--- src/rtl/pwm_pkg.sv ---
// Shared constants and types for the PWM output block.
package pwm_pkg;
  localparam int PWM_CNT_W = 8;
  localparam logic [PWM_CNT_W-1:0] DUTY_FULL = 8'hFF;
  localparam int NUM_CH = 16;
  localparam int CLK_DIV_DEFAULT = 13;

  typedef logic [PWM_CNT_W-1:0] pwm_cnt_t;
endpackage

--- src/rtl/pwm_timebase.sv ---
// Shared PWM timebase: prescaler producing a tick every CLK_DIV clocks and an
// 8-bit phase counter that wraps every 256 ticks.
module pwm_timebase
  import pwm_pkg::*;
#(
  parameter int CLK_DIV = CLK_DIV_DEFAULT,
  parameter int DIV_W   = 16
) (
  input  logic     clk,
  input  logic     rst_n,
  output pwm_cnt_t o_pwm_cnt,
  output logic     o_tick,
  output logic     o_wrap
);

  logic [DIV_W-1:0] r_div_cnt;
  pwm_cnt_t         r_pwm_cnt;
  logic             w_tick;

  assign w_tick = (r_div_cnt == DIV_W'(CLK_DIV - 1));

  always_ff @(posedge clk or negedge rst_n) begin
    if (!rst_n) begin
      r_div_cnt <= '0;
      r_pwm_cnt <= '0;
    end else begin
      r_div_cnt <= w_tick ? '0 : r_div_cnt + DIV_W'(1);
      if (w_tick) begin
        r_pwm_cnt <= r_pwm_cnt + PWM_CNT_W'(1);
      end
    end
  end

  assign o_pwm_cnt = r_pwm_cnt;
  assign o_tick    = w_tick;
  assign o_wrap    = w_tick && (r_pwm_cnt == DUTY_FULL);
endmodule

--- src/rtl/pwm_peripheral.sv ---
// 16-pin output stage: each pin off, static high, or following the shared PWM level.
// Define PWM_DUTY_SHADOW_EN to latch the duty only at period boundaries.
module pwm_peripheral
  import pwm_pkg::*;
#(
  parameter int CLK_DIV = CLK_DIV_DEFAULT,
  parameter int DIV_W   = 16
) (
  input  logic       clk,
  input  logic       rst_n,
  input  logic [7:0] en_reg_out_7_0,
  input  logic [7:0] en_reg_out_15_8,
  input  logic [7:0] en_reg_pwm_7_0,
  input  logic [7:0] en_reg_pwm_15_8,
  input  logic [7:0] pwm_duty_cycle,
  output logic [7:0] out_7_0,
  output logic [7:0] out_15_8,
  output logic       period_start
);

  pwm_cnt_t w_pwm_cnt;
  logic     w_tick;
  logic     w_wrap;

  pwm_timebase #(
    .CLK_DIV (CLK_DIV),
    .DIV_W   (DIV_W)
  ) u_timebase (
    .clk       (clk),
    .rst_n     (rst_n),
    .o_pwm_cnt (w_pwm_cnt),
    .o_tick    (w_tick),
    .o_wrap    (w_wrap)
  );

  pwm_cnt_t w_duty_eff;

`ifdef PWM_DUTY_SHADOW_EN
  pwm_cnt_t r_duty_shadow;
  logic     r_shadow_init;

  // First clock after reset primes the shadow so the first period is not stuck at 0.
  always_ff @(posedge clk or negedge rst_n) begin
    if (!rst_n) begin
      r_duty_shadow <= '0;
      r_shadow_init <= 1'b1;
    end else begin
      if (r_shadow_init || w_wrap) begin
        r_duty_shadow <= pwm_duty_cycle;
      end
      r_shadow_init <= 1'b0;
    end
  end

  assign w_duty_eff = r_duty_shadow;
`else
  assign w_duty_eff = pwm_duty_cycle;
`endif

  logic              w_level;
  logic [NUM_CH-1:0] w_en_out;
  logic [NUM_CH-1:0] w_en_pwm;
  logic [NUM_CH-1:0] w_out_nxt;
  logic [NUM_CH-1:0] r_out;
  logic              r_period_start;

  assign w_level  = (w_duty_eff == DUTY_FULL) || (w_pwm_cnt < w_duty_eff);
  assign w_en_out = {en_reg_out_15_8, en_reg_out_7_0};
  assign w_en_pwm = {en_reg_pwm_15_8, en_reg_pwm_7_0};

  generate
    for (genvar i = 0; i < NUM_CH; i++) begin : g_ch
      assign w_out_nxt[i] = w_en_out[i] & (~w_en_pwm[i] | w_level);
    end
  endgenerate

  always_ff @(posedge clk or negedge rst_n) begin
    if (!rst_n) begin
      r_out          <= '0;
      r_period_start <= 1'b0;
    end else begin
      r_out          <= w_out_nxt;
      // A new period begins on the clock after the tick that wraps 255 -> 0.
      r_period_start <= w_tick & w_wrap;
    end
  end

  assign out_7_0      = r_out[7:0];
  assign out_15_8     = r_out[15:8];
  assign period_start = r_period_start;
endmodule

--- config.mk ---
export PLATFORM = sky130hd
export DESIGN_NAME = pwm_peripheral
export DESIGN_NICKNAME = d
export VERILOG_FILES = /design/src/rtl/pwm_pkg.sv /design/src/rtl/pwm_timebase.sv /design/src/rtl/pwm_peripheral.sv
export SDC_FILE = /design/constraint.sdc
export NUM_CORES = 1
export LEC_CHECK = 0
export CORE_ASPECT_RATIO = 0.9
export CORE_MARGIN = 2
export CORE_UTILIZATION = 45
export CTS_CLUSTER_DIAMETER = 40
export DETAILED_ROUTE_END_ITERATION = 10
export PLACE_DENSITY = 0.76
export SYNTH_ARGS = -nofsm -noshare
export SYNTH_HDL_FRONTEND = slang
export SYNTH_SLANG_ARGS = --single-unit
--- constraint.sdc ---
create_clock -name clk -period 2.07 [get_ports clk]
set_clock_uncertainty 0.2 [all_clocks]
set_input_delay 0.207 -clock clk [delete_from_list [all_inputs] [get_ports clk]]
set_output_delay 0.207 -clock clk [all_outputs]
set_load 0.01 [all_outputs]
After elaboration in Yosys (flattened, before gate mapping):

Index checks and enable logic that the tools add are counted.

* add/subtract/negate cells: 2
* $mul: 0
* div/mod/pow operators: 0
* order comparisons: 1
* equality and inequality tests: 3
* shift operators: 0
* mux-type cells: 1
* bitwise operators: 49
* reductions and logical operators: 2

Operators by type and width (number)
* $and 1x1->1: 17
* $add 16x1->16 const B: 1
* $eq 16x4->1 const B: 1
* $eq 8x8->1 const B: 2
* $mux 16: 1
* $not 1->1: 16
* $or 1x1->1: 16
* $add 8x1->8 const B: 1
* $lt 8x8->1: 1
* $logic_and 1x1->1: 1
* $logic_or 1x1->1: 1

* register bits after elaboration: 41
* bits in latches: 0
* bits in writable memories: 0
* ROM bits: 0
* input bits: 42
* output and inout bits: 17
* logic and storage cells: 62
* memories kept: 0

Depth between registers and ports, before layout:

Gate-level depths: netlist of run 1.

* depth after elaboration: 4
* depth in mapped cells: 7

Hierarchy:

A second synthesis of run 1 with hierarchy kept.

* cells, all modules: 161
* area total of the unflattened synthesis: 1955.6 um2

By module, submodules not included
* pwm_timebase: times used 1, cells an instance 99, area an instance 1108.6 um2
* pwm_peripheral: times used 1, cells an instance 62, area an instance 847.1 um2

Least setup slack after synthesis of run 1:

Ideal clock, no wire load.

* kind: flip-flop to flip-flop
* from: register u_timebase.r_pwm_cnt[6], in the netlist u_timebase.o_pwm_cnt[6]
* to: register r_out[10]
* arrival time: 1585 ps
* data required time: 1748 ps
* setup slack: 163 ps
* stages on the path, launching flop included: 7
* buffers on the path: 1
* cell sequence: dfrtp_1 -> ha_1 -> and4_1 -> o21ai_1 -> o32ai_2 -> buf_6 -> a21boi_2

* word-level cells in the longest chain between the ends: 4

RTL lines
* start: declaration: line pwm_timebase.sv:17 `pwm_cnt_t r_pwm_cnt;`
* start signal: assignment: line pwm_timebase.sv:29 `r_pwm_cnt <= r_pwm_cnt + PWM_CNT_W'(1);`
* $lt 8x8->1: line pwm_peripheral.sv:67 `assign w_level = (w_duty_eff == DUTY_FULL) || (w_pwm_cnt < w_duty_eff);`
* $logic_or 1x1->1: line pwm_peripheral.sv:67
* $or 1x1->1: line pwm_peripheral.sv:73 `assign w_out_nxt[i] = w_en_out[i] & (~w_en_pwm[i] | w_level);`
* $and 1x1->1: line pwm_peripheral.sv:73
* via w_out_nxt[10]: line pwm_peripheral.sv:63 `logic [NUM_CH-1:0] w_out_nxt;`
* end signal: assignment: line pwm_peripheral.sv:82 `r_out <= w_out_nxt;`
* end: declaration: line pwm_peripheral.sv:64 `logic [NUM_CH-1:0] r_out;`

The timed path passes the listed nets, and every way through them passes these cells.
A chain may end at the register's enable or synchronous reset.

Final worst setup path of run 1:

* from: register u_timebase.r_pwm_cnt[6], in the netlist u_timebase.o_pwm_cnt[6]
* to: register r_out[11]

The elaborated chain is that of the path after synthesis.

==> results.ini, run 1 <==
[yosys]
synth_top_area_cell = dfrtp_1
synthTopCellsByArea = dfrtp_1 (53%), ha_1 (6.4%), xnor2_1 (6.3%)
synth_edf_count = 0
synth-seq-cells = 41
yosysTopAreaCellShare_pct = 52.9
synthCells = 157
netlist_area_um2 = 1940
synth_most_common_cell = dfrtp_1
synthTopCellsByCount = dfrtp_1 (41), xnor2_1 (14), a21boi_2 (10), ha_1 (10), nor2_1 (10)
synth_seq_area_share_pct = 52.9
ys.flop_type = dfrtp_1
ys.warnings.count = 0
synth.distinct_cells = 32
synth-async-reset-ratio_pct = 100
synth_nets = 209
avgSynthCellArea_um2 = 12.4

[placed_design]
dp_hpwl_um = 2930
placement.io_buffers = 58
gp_congestion = 0.815
place_ws_ps = -261
dp_cells = 262

[final_layout]
fin_cells = 274
fillerInstances = 298
fin_util_pct = 67.3
fin_nets = 277
drive_above_1_share_pct = 15.9
num_antenna_cells = 0
area_delta_synth_final_pct = 42.2
seq_area_um2 = 1030
multi_input_area_um2 = 897

[setup_path]
critical_path_arrival_ps = 1970
r2r_cells = 6
r2r-start = u_timebase.o_pwm_cnt[6]
path_class = register to register
crit_required_ps = 2060
r2r-end = r_out[11]
cp-start-kind = register
critPathMaxFanout = 8
end_kind = register
reg2reg_slack_ps = 80

[outcome]
status = complete, no violations

[detailed_routing]
drcViolationCount = 0
antenna_left = 0
drtIter0Drc = 47
wl_um = 3960
via_count = 1435
drt_pass1_iterations = 4
via_per_inst = 5.24
wl_per_cell_um = 14.5

[power]
switchingPower_uw = 341
irDropWorstVdd_uv = 375
combPwrFrac_pct = 12.0
swShare_pct = 22.6
power_density_nw_per_um2 = 548
leakagePower_nw = 1.20
clockPowerShare_pct = 33.8
pwr-share-seq_pct = 54.3
finalPower_mw = 1.51
p_int_mw = 1.17

[timing]
worst_pin_slew_ps = 499
slew_headroom_pct = 66.7
layout_min_cycle_time_ps = 1990
hold_viol_final = 0
fin_crit_sh_pct = 96.0
setup_ws_ps = 82.4
final-max-slew-violation-count = 0
final-setup-viol-count = 0
hold_slack_ps = 256
max_freq_mhz = 503
grt_setup_unrepaired = false

[die]
chipHeight_um = 66.3
ios = 59
die_x_um = 73.2
start_util_pct = 47.3
coreArea_um2 = 4100
rows = 22
die_area_um2 = 4850

[hold_path]
hold_depth = 2
hp-start = en_reg_out_15_8[7]
min_to = r_out[15]
hp-class = input pin to register

[global_routing]
grt_max_degree = 42
antenna_found_initial = 0
grt.overflow.total = 0
track_usage_pct = 18.5
first_global_vias = 1464
grt_first_pass_wirelength_um = 6710

[clocking]
numCtsBuffers = 5
clkSlewWorstSetupHoldPaths_ps = 80
cts_tree = yes
clockBufferDepth = 2
root_buffer = clkbuf_8
clk_latency_ps = 290
clock_sinks = 41
htreeDepth = 2

[job]
max-cap-violations = 0

==> layout make-up <==
type | count | area share (%)
clock buffer | 6 | 2.63
clock inverter | 2 | 0.544
inverter | 9 | 1.22
multi-input combinational | 104 | 32.5
sequential | 41 | 37.2
tap | 48 | 2.18
timing repair buffer | 64 | 23.8
==> worst max-delay path: stages (launching register included) <==
cell and delay, ps:
dfrtp_1 440, ha_4 300, and4_1 210, o21ai_2 80, o32ai_4 370, clkbuf_16 230, a21boi_2 60
==> state kept, by name, summed over array words and instances, names as in the netlist <==
register and count:
r_out 16, period_start 1, u_timebase.r_div_cnt 16, u_timebase.o_pwm_cnt 8
==> kinds of logic after synthesis <==
family	count (synthesis)	share of synthesized area [%]
AND/OR/NAND/NOR	49	15.3
flip-flops	41	52.9
AO/OA/AOI/OAI	23	12.2
XOR/XNOR	21	9.48
buffers and inverters	12	3.16
adder cells (fa/ha/maj)	10	6.45
multiplexers	1	0.580
==> repair_timing <==
action,in CTS,in global routing
buffers inserted,0,2
hold buffers,1,0
hold endpoints to repair,41,0
gates resized for setup,0,6
endpoints found under the setup margin,0,8
==> cells in the final DEF (no fill, tap or decap), drive strengths merged <==
master / instances
inv: 9
nor4b: 1
nand2b: 1
a21o: 1
dlymetal6s2s: 1
nand3: 7
mux2: 1
o21ai: 1
and4: 5
nand4: 9
and2: 1
buf: 5
clkinvlp: 2
and2b: 1
xnor2: 14
xor2: 7
nor2: 10
clkbuf: 7
nor4: 1
clkdlybuf4s50: 56
a2111oi: 1
a21boi: 16
ha: 10
and3: 4
a21oi: 1
dfrtp: 41
a41o: 1
o21a: 1
dlygate4sd3: 1
and4bb: 1
nor3: 2
o32ai: 1
nand2: 6
==> power by group through the flow <==
stage	Sequential, mW	Clock, mW	Combinational, mW
4_1_cts	0.821	0.526	0.179
2_1_floorplan	0.846	0	0.0294
6_report	0.821	0.511	0.181
3_5_place_dp	0.837	0	0.177
5_1_grt	0.823	0.555	0.197
3_3_place_gp	0.836	0	0.171
==> worst max-delay path by stage <==
| stage | from | end | slack, ps | depth (start not counted) |
|---|---|---|---|---|
| 6_report | u_timebase.o_pwm_cnt[6] | r_out[11] | 80 | 6 |
| 5_1_grt | u_timebase.r_div_cnt[0] | u_timebase.o_pwm_cnt[4] | 2 | 6 |
| 4_1_cts | u_timebase.o_pwm_cnt[6] | r_out[12] | 50 | 6 |
| 3_5_place_dp | pwm_duty_cycle[6] | r_out[12] | -260 | 8 |
| 3_3_place_gp | pwm_duty_cycle[6] | r_out[1] | -160 | 8 |
| 2_1_floorplan | u_timebase.o_pwm_cnt[6] | r_out[10] | 160 | 6 |
==> per-layer routing <==
layer / share of wire (%) / global-route usage [%]
met1: 40 / 22.4
met2: 46 / 27.8
met3: 11 / 8.84
met4: 2.4 / 8.56
met5: 0 / 0
==> metrics by stage <==
stage,cell area (um2),TNS [ps]
after global placement,2580,-2290
after global routing,2760,0
after floorplan,1940,0
after detailed placement,2580,-3540
final,2760,0
after CTS,2670,0
Note: power is estimated with default switching activity, not from simulation.
==> inputs of run 2 (changes only) <==
- CORE_MARGIN: 2 -> not set
- SETUP_SLACK_MARGIN: not set -> 0.05
==> results.ini, run 2 (synthesis results as in run 1) <==
[detailed_routing]
met1_length_um = 1620  ; +1.1%
drtIter0Drc = 98  ; +110%
drcViolationCount = 0  ; unchanged
drt_pass1_iterations = 4  ; unchanged
met2_length_um = 2030  ; +10%
via_count = 1430  ; -0.35%
top_layer = met4
wl_met3_um = 355  ; -16%
wl_per_cell_um = 14.7  ; +1.6%
antenna_left = 0  ; unchanged
wl_um = 4040  ; +2.0%
via_per_inst = 5.20  ; -0.71%

[power]
power_density_nw_per_um2 = 587  ; +7.1%
leakagePower_nw = 1.23  ; +2.7%
irDropWorstVdd_uv = 583  ; +56%

[die]
die_area_um2 = 4580  ; -5.7%
chipHeight_um = 64.3  ; -3.0%
coreArea_um2 = 4100  ; unchanged
ios = 59  ; unchanged
die_x_um = 71.2  ; -2.7%
start_util_pct = 47.3  ; unchanged
rows = 22  ; unchanged

[final_layout]
layout_common_cells = clkdlybuf4s50_1 (55), dfrtp_1 (38), xnor2_1 (14)
postLayoutCellArea_um2 = 2820  ; +2.2%
num_antenna_cells = 0  ; unchanged
drive_above_1_share_pct = 18.5  ; +2.6 points
fin_nets = 278  ; +0.36%
area_delta_synth_final_pct = 45.3
final_common_cell = clkdlybuf4s50_1

[setup_path]
reg2reg_slack_ps = 80  ; about the same
crit_required_ps = 2050  ; about the same
critPathMaxFanout = 8  ; unchanged
path_class = input pin to register
r2r-end = r_out[10]
end_kind = register
r2r_cells = 6  ; unchanged
critical_path_arrival_ps = 1980  ; about the same
r2r-start = u_timebase.o_pwm_cnt[6]
crit_end = r_out[10]
cp-start-kind = input pin
critPathLaunch = pwm_duty_cycle[5]

[timing]
worst_pin_slew_ps = 497  ; -2.82 ps
layout_min_cycle_time_ps = 2000  ; +13.3 ps
hold_viol_final = 0  ; unchanged
fin_crit_sh_pct = 96.7  ; +0.64 points
grt_setup_unrepaired = true
final-max-slew-violation-count = 0  ; unchanged
fin_tns_setup_ps = 0  ; unchanged
max_freq_mhz = 500  ; -0.67%
final-setup-viol-count = 0  ; unchanged
setup_ws_ps = 69.1  ; -13.3 ps
slew_headroom_pct = 66.9  ; +0.19 points

[hold_path]
hp-class = input pin to register
hp-start = en_reg_pwm_7_0[1]

[outcome]
status = complete, no violations

[placed_design]
gp_congestion = 0.812  ; -0.36%
placement.io_buffers = 58  ; unchanged
place_ws_ps = -258  ; +3.22 ps
dp_hpwl_um = 2890  ; -1.5%
placed_area_um2 = 2580  ; +0.29%

[clocking]
clock_sinks = 41  ; unchanged
root_buffer = clkbuf_8
clockBufferDepth = 2  ; unchanged
clkSlewWorstSetupHoldPaths_ps = 80  ; about the same
cts_tree = yes
numCtsBuffers = 5  ; unchanged
htreeDepth = 2  ; unchanged
clk_latency_ps = 290  ; about the same

[global_routing]
track_usage_pct = 19.9  ; +1.4 points
grt_max_degree = 42  ; unchanged
first_global_vias = 1497  ; +2.3%
grt.overflow.total = 0  ; unchanged
grt_first_pass_wirelength_um = 6930  ; +3.3%
antenna_found_initial = 0  ; unchanged

[job]
max-cap-violations = 0  ; unchanged

run 2: final cells by class:
cell class,instances,area (um2)
Tap cell,48,60.1
Multi-Input combinational cell,105,922
Fill cell,280,1280
Inverter,9,33.8
Clock inverter,1,30.0
Sequential cell,41,1030
Clock buffer,7,86.3
Timing Repair Buffer,64,658
run 2: worst min path at each step:
| stage | endpoint | slack, ps | depth (start not counted) |
|---|---|---|---|
| floorplan | period_start | -290 | 0 |
| global placement | u_timebase.r_div_cnt[8] | 80 | 2 |
| detailed placement | u_timebase.r_div_cnt[6] | 100 | 2 |
| CTS | r_out[1] | 260 | 2 |
| global route | r_out[1] | 270 | 2 |
| finish | r_out[1] | 260 | 2 |
run 2: power by group:
group / leakage [nW] / switching [mW] / internal, mW
Clock: 0.0585 / 0.261 / 0.393
Sequential: 0.512 / 0.00452 / 0.816
Combinational: 0.664 / 0.0623 / 0.118
Total: 1.23 / 0.328 / 1.33
run 2: repair_timing:
item,in CTS,in global routing
gates cloned,0,2
hold buffers,1,0
pin swaps,1,12
buffers inserted,0,1
gates resized for setup,0,16
setup endpoints to repair,1,18
hold endpoints to repair,41,0
run 2: critical path: stages:
cell and delay [ps]:
clkdlybuf4s50_1 500, inv_2 50, ha_4 260, and4_1 200, o21ai_2 80, o32ai_4 390
clkbuf_16 230, a21boi_2 50
run 2: stage by stage:
step	power [mW]	std cells	hold slack, ps	util (%)
6_report	1.66	275	261	68.8
5_1_grt	1.72	275	271	68.8
3_3_place_gp	1.01	263	80.6	63.0
2_1_floorplan	0.875	157	-289	-
3_5_place_dp	1.01	263	98.8	63.0
4_1_cts	1.67	272	258	66.1
run 2: metal layers:
metal / global-route usage (%) / vias to the layer above
li1: - / 689
met1: 26.0 / 678
met2: 29.9 / 59
met3: 7.73 / 4
met4: 7.50 / 0
met5: 0 / -
==> inputs of run 3 (changes only) <==
- CORE_ASPECT_RATIO: 0.9 -> 0.8
- DONT_BUFFER_PORTS: not set -> 1
- PLACE_DENSITY: 0.76 -> 0.59
==> results.ini, run 3 (synthesis results as in run 1) <==
[outcome]
status = complete, no violations

[setup_path]
end_kind = register
crit_required_ps = 2050  ; about the same
critical_path_arrival_ps = 1970  ; about the same
critPathMaxFanout = 8  ; unchanged
cp-start-kind = register
path_class = register to register

[timing]
worst_pin_slew_ps = 360  ; -136 ps
fin_crit_sh_pct = 96.4  ; -0.28 points
fin_tns_setup_ps = 0  ; unchanged
setup_ws_ps = 74.9  ; +5.82 ps
hold_viol_final = 0  ; unchanged
layout_min_cycle_time_ps = 2000  ; -5.82 ps
hold_slack_ps = 172  ; -88.8 ps
slew_headroom_pct = 76.0  ; +9.1 points
final-setup-viol-count = 0  ; unchanged
grt_setup_unrepaired = true
max_freq_mhz = 501  ; +0.29%
final-max-slew-violation-count = 0  ; unchanged

[detailed_routing]
drcViolationCount = 0  ; unchanged
drtIter0Drc = 95  ; -3.1%
drt_pass1_iterations = 4  ; unchanged
via_count = 1326  ; -7.3%
wl_um = 3990  ; -1.3%
via_per_inst = 5.12  ; -1.5%
wl_per_cell_um = 15.4  ; +4.8%
antenna_left = 0  ; unchanged

[power]
clockPowerShare_pct = 36.2  ; -3.3 points
irDropWorstVdd_uv = 502  ; -14%
finalPower_mw = 1.49  ; -10%
p_int_mw = 1.13  ; -15%
swShare_pct = 23.8  ; +4.0 points
combPwrFrac_pct = 7.7  ; -3.2 points
switchingPower_uw = 353  ; +7.8%
pwr-share-seq_pct = 56.1  ; +6.5 points
power_density_nw_per_um2 = 573  ; -2.3%
leakagePower_nw = 1.13  ; -8.2%

[die]
die_area_um2 = 4580  ; about the same
rows = 20  ; -9.1%
ios = 59  ; unchanged
die_x_um = 75.4  ; +5.9%
coreArea_um2 = 3950  ; -3.6%
start_util_pct = 49.1  ; +1.8 points
chipHeight_um = 60.7  ; -5.5%

[global_routing]
grt.overflow.total = 0  ; unchanged
grt_first_pass_wirelength_um = 6510  ; -6.2%
antenna_found_initial = 0  ; unchanged
track_usage_pct = 19.9  ; +0.024 points
first_global_vias = 1363  ; -9.0%
grt_max_degree = 42  ; unchanged

[final_layout]
area_delta_synth_final_pct = 33.5
final_common_cell = dfrtp_1
fin_nets = 255  ; -8.3%
drive_above_1_share_pct = 21.6  ; +3.1 points
num_antenna_cells = 0  ; unchanged
fillerInstances = 296  ; +5.7%
layout_common_cells = dfrtp_1 (39), dlygate4sd3_1 (33), xnor2_1 (14)
fin_util_pct = 65.5  ; -3.3 points

[placed_design]
dp_hpwl_um = 2340  ; -19%
placement.io_buffers = 0  ; -100%
gp_congestion = 0.802  ; -1.3%
place_ws_ps = 108  ; +365 ps

[clocking]
root_buffer = clkbuf_8
clk_latency_ps = 290  ; about the same
clkSlewWorstSetupHoldPaths_ps = 90  ; about the same
clock_sinks = 41  ; unchanged
htreeDepth = 2  ; unchanged
numCtsBuffers = 5  ; unchanged
clockBufferDepth = 2  ; unchanged
cts_tree = yes

[hold_path]
hp-class = input pin to async pin

[job]
max-cap-violations = 0  ; unchanged

[run 3: per-layer routing]
layer	global-route usage, %	vias to the layer above	routed length, um
met3	10.8	2	387
li1	-	649	-
met4	6.35	0	25
met1	25.0	629	1800
met5	0	-	0
met2	29.7	46	1780
[run 3: area by class of cell]
type                            instances  area, um2  share of cell area, %
Sequential cell                        41       1030                   39.7
Timing Repair Buffer                   41        433                   16.7
Tap cell                               55       68.8                   2.66
Multi-Input combinational cell        105        932                   36.0
Clock buffer                            5       68.8                   2.66
Inverter                                9       33.8                   1.30
Clock inverter                          3       25.0                  0.966
[run 3: final timing paths]
path                                          start                  endpoint  slack, ps  depth (start not counted)
max in group asynchronous                     rst_n   u_timebase.o_pwm_cnt[2]       1300                          2
min reg2reg                u_timebase.r_div_cnt[15]  u_timebase.r_div_cnt[15]        280                          1
max                         u_timebase.o_pwm_cnt[6]                  r_out[5]         70                          6
max reg2reg                 u_timebase.o_pwm_cnt[6]                  r_out[5]         70                          6
min in group clk           u_timebase.r_div_cnt[15]  u_timebase.r_div_cnt[15]        280                          1
min                                           rst_n                  r_out[9]        170                          2
[run 3: worst max-delay path, cell delays in order, from the launching register on]
cell and delay [ps]:
dfrtp_2 440, ha_4 280, and4_4 230, o21ai_4 60
o32ai_4 380, clkbuf_16 240, a21boi_2 50
[run 3: what timing repair did]
action / CTS / global route
endpoints found under the setup margin: 0 / 17
hold endpoints to repair: 57 / 0
hold buffers: 34 / 0
gates resized for setup: 0 / 14
setup buffers: 0 / 3
[run 3: power by group through the flow]
stage	logic (mW)	registers, mW	clock network [mW]
2_1_floorplan	0.0294	0.846	0
3_3_place_gp	0.0318	0.849	0
3_5_place_dp	0.0349	0.847	0
4_1_cts	0.104	0.832	0.550
5_1_grt	0.126	0.835	0.602
6_report	0.115	0.832	0.538
[run 3: metrics by stage]
step | area, um2 | std cells
2_1_floorplan | 1940 | 157
3_3_place_gp | 2020 | 212
3_5_place_dp | 2020 | 212
4_1_cts | 2460 | 254
5_1_grt | 2590 | 259
6_report | 2590 | 259
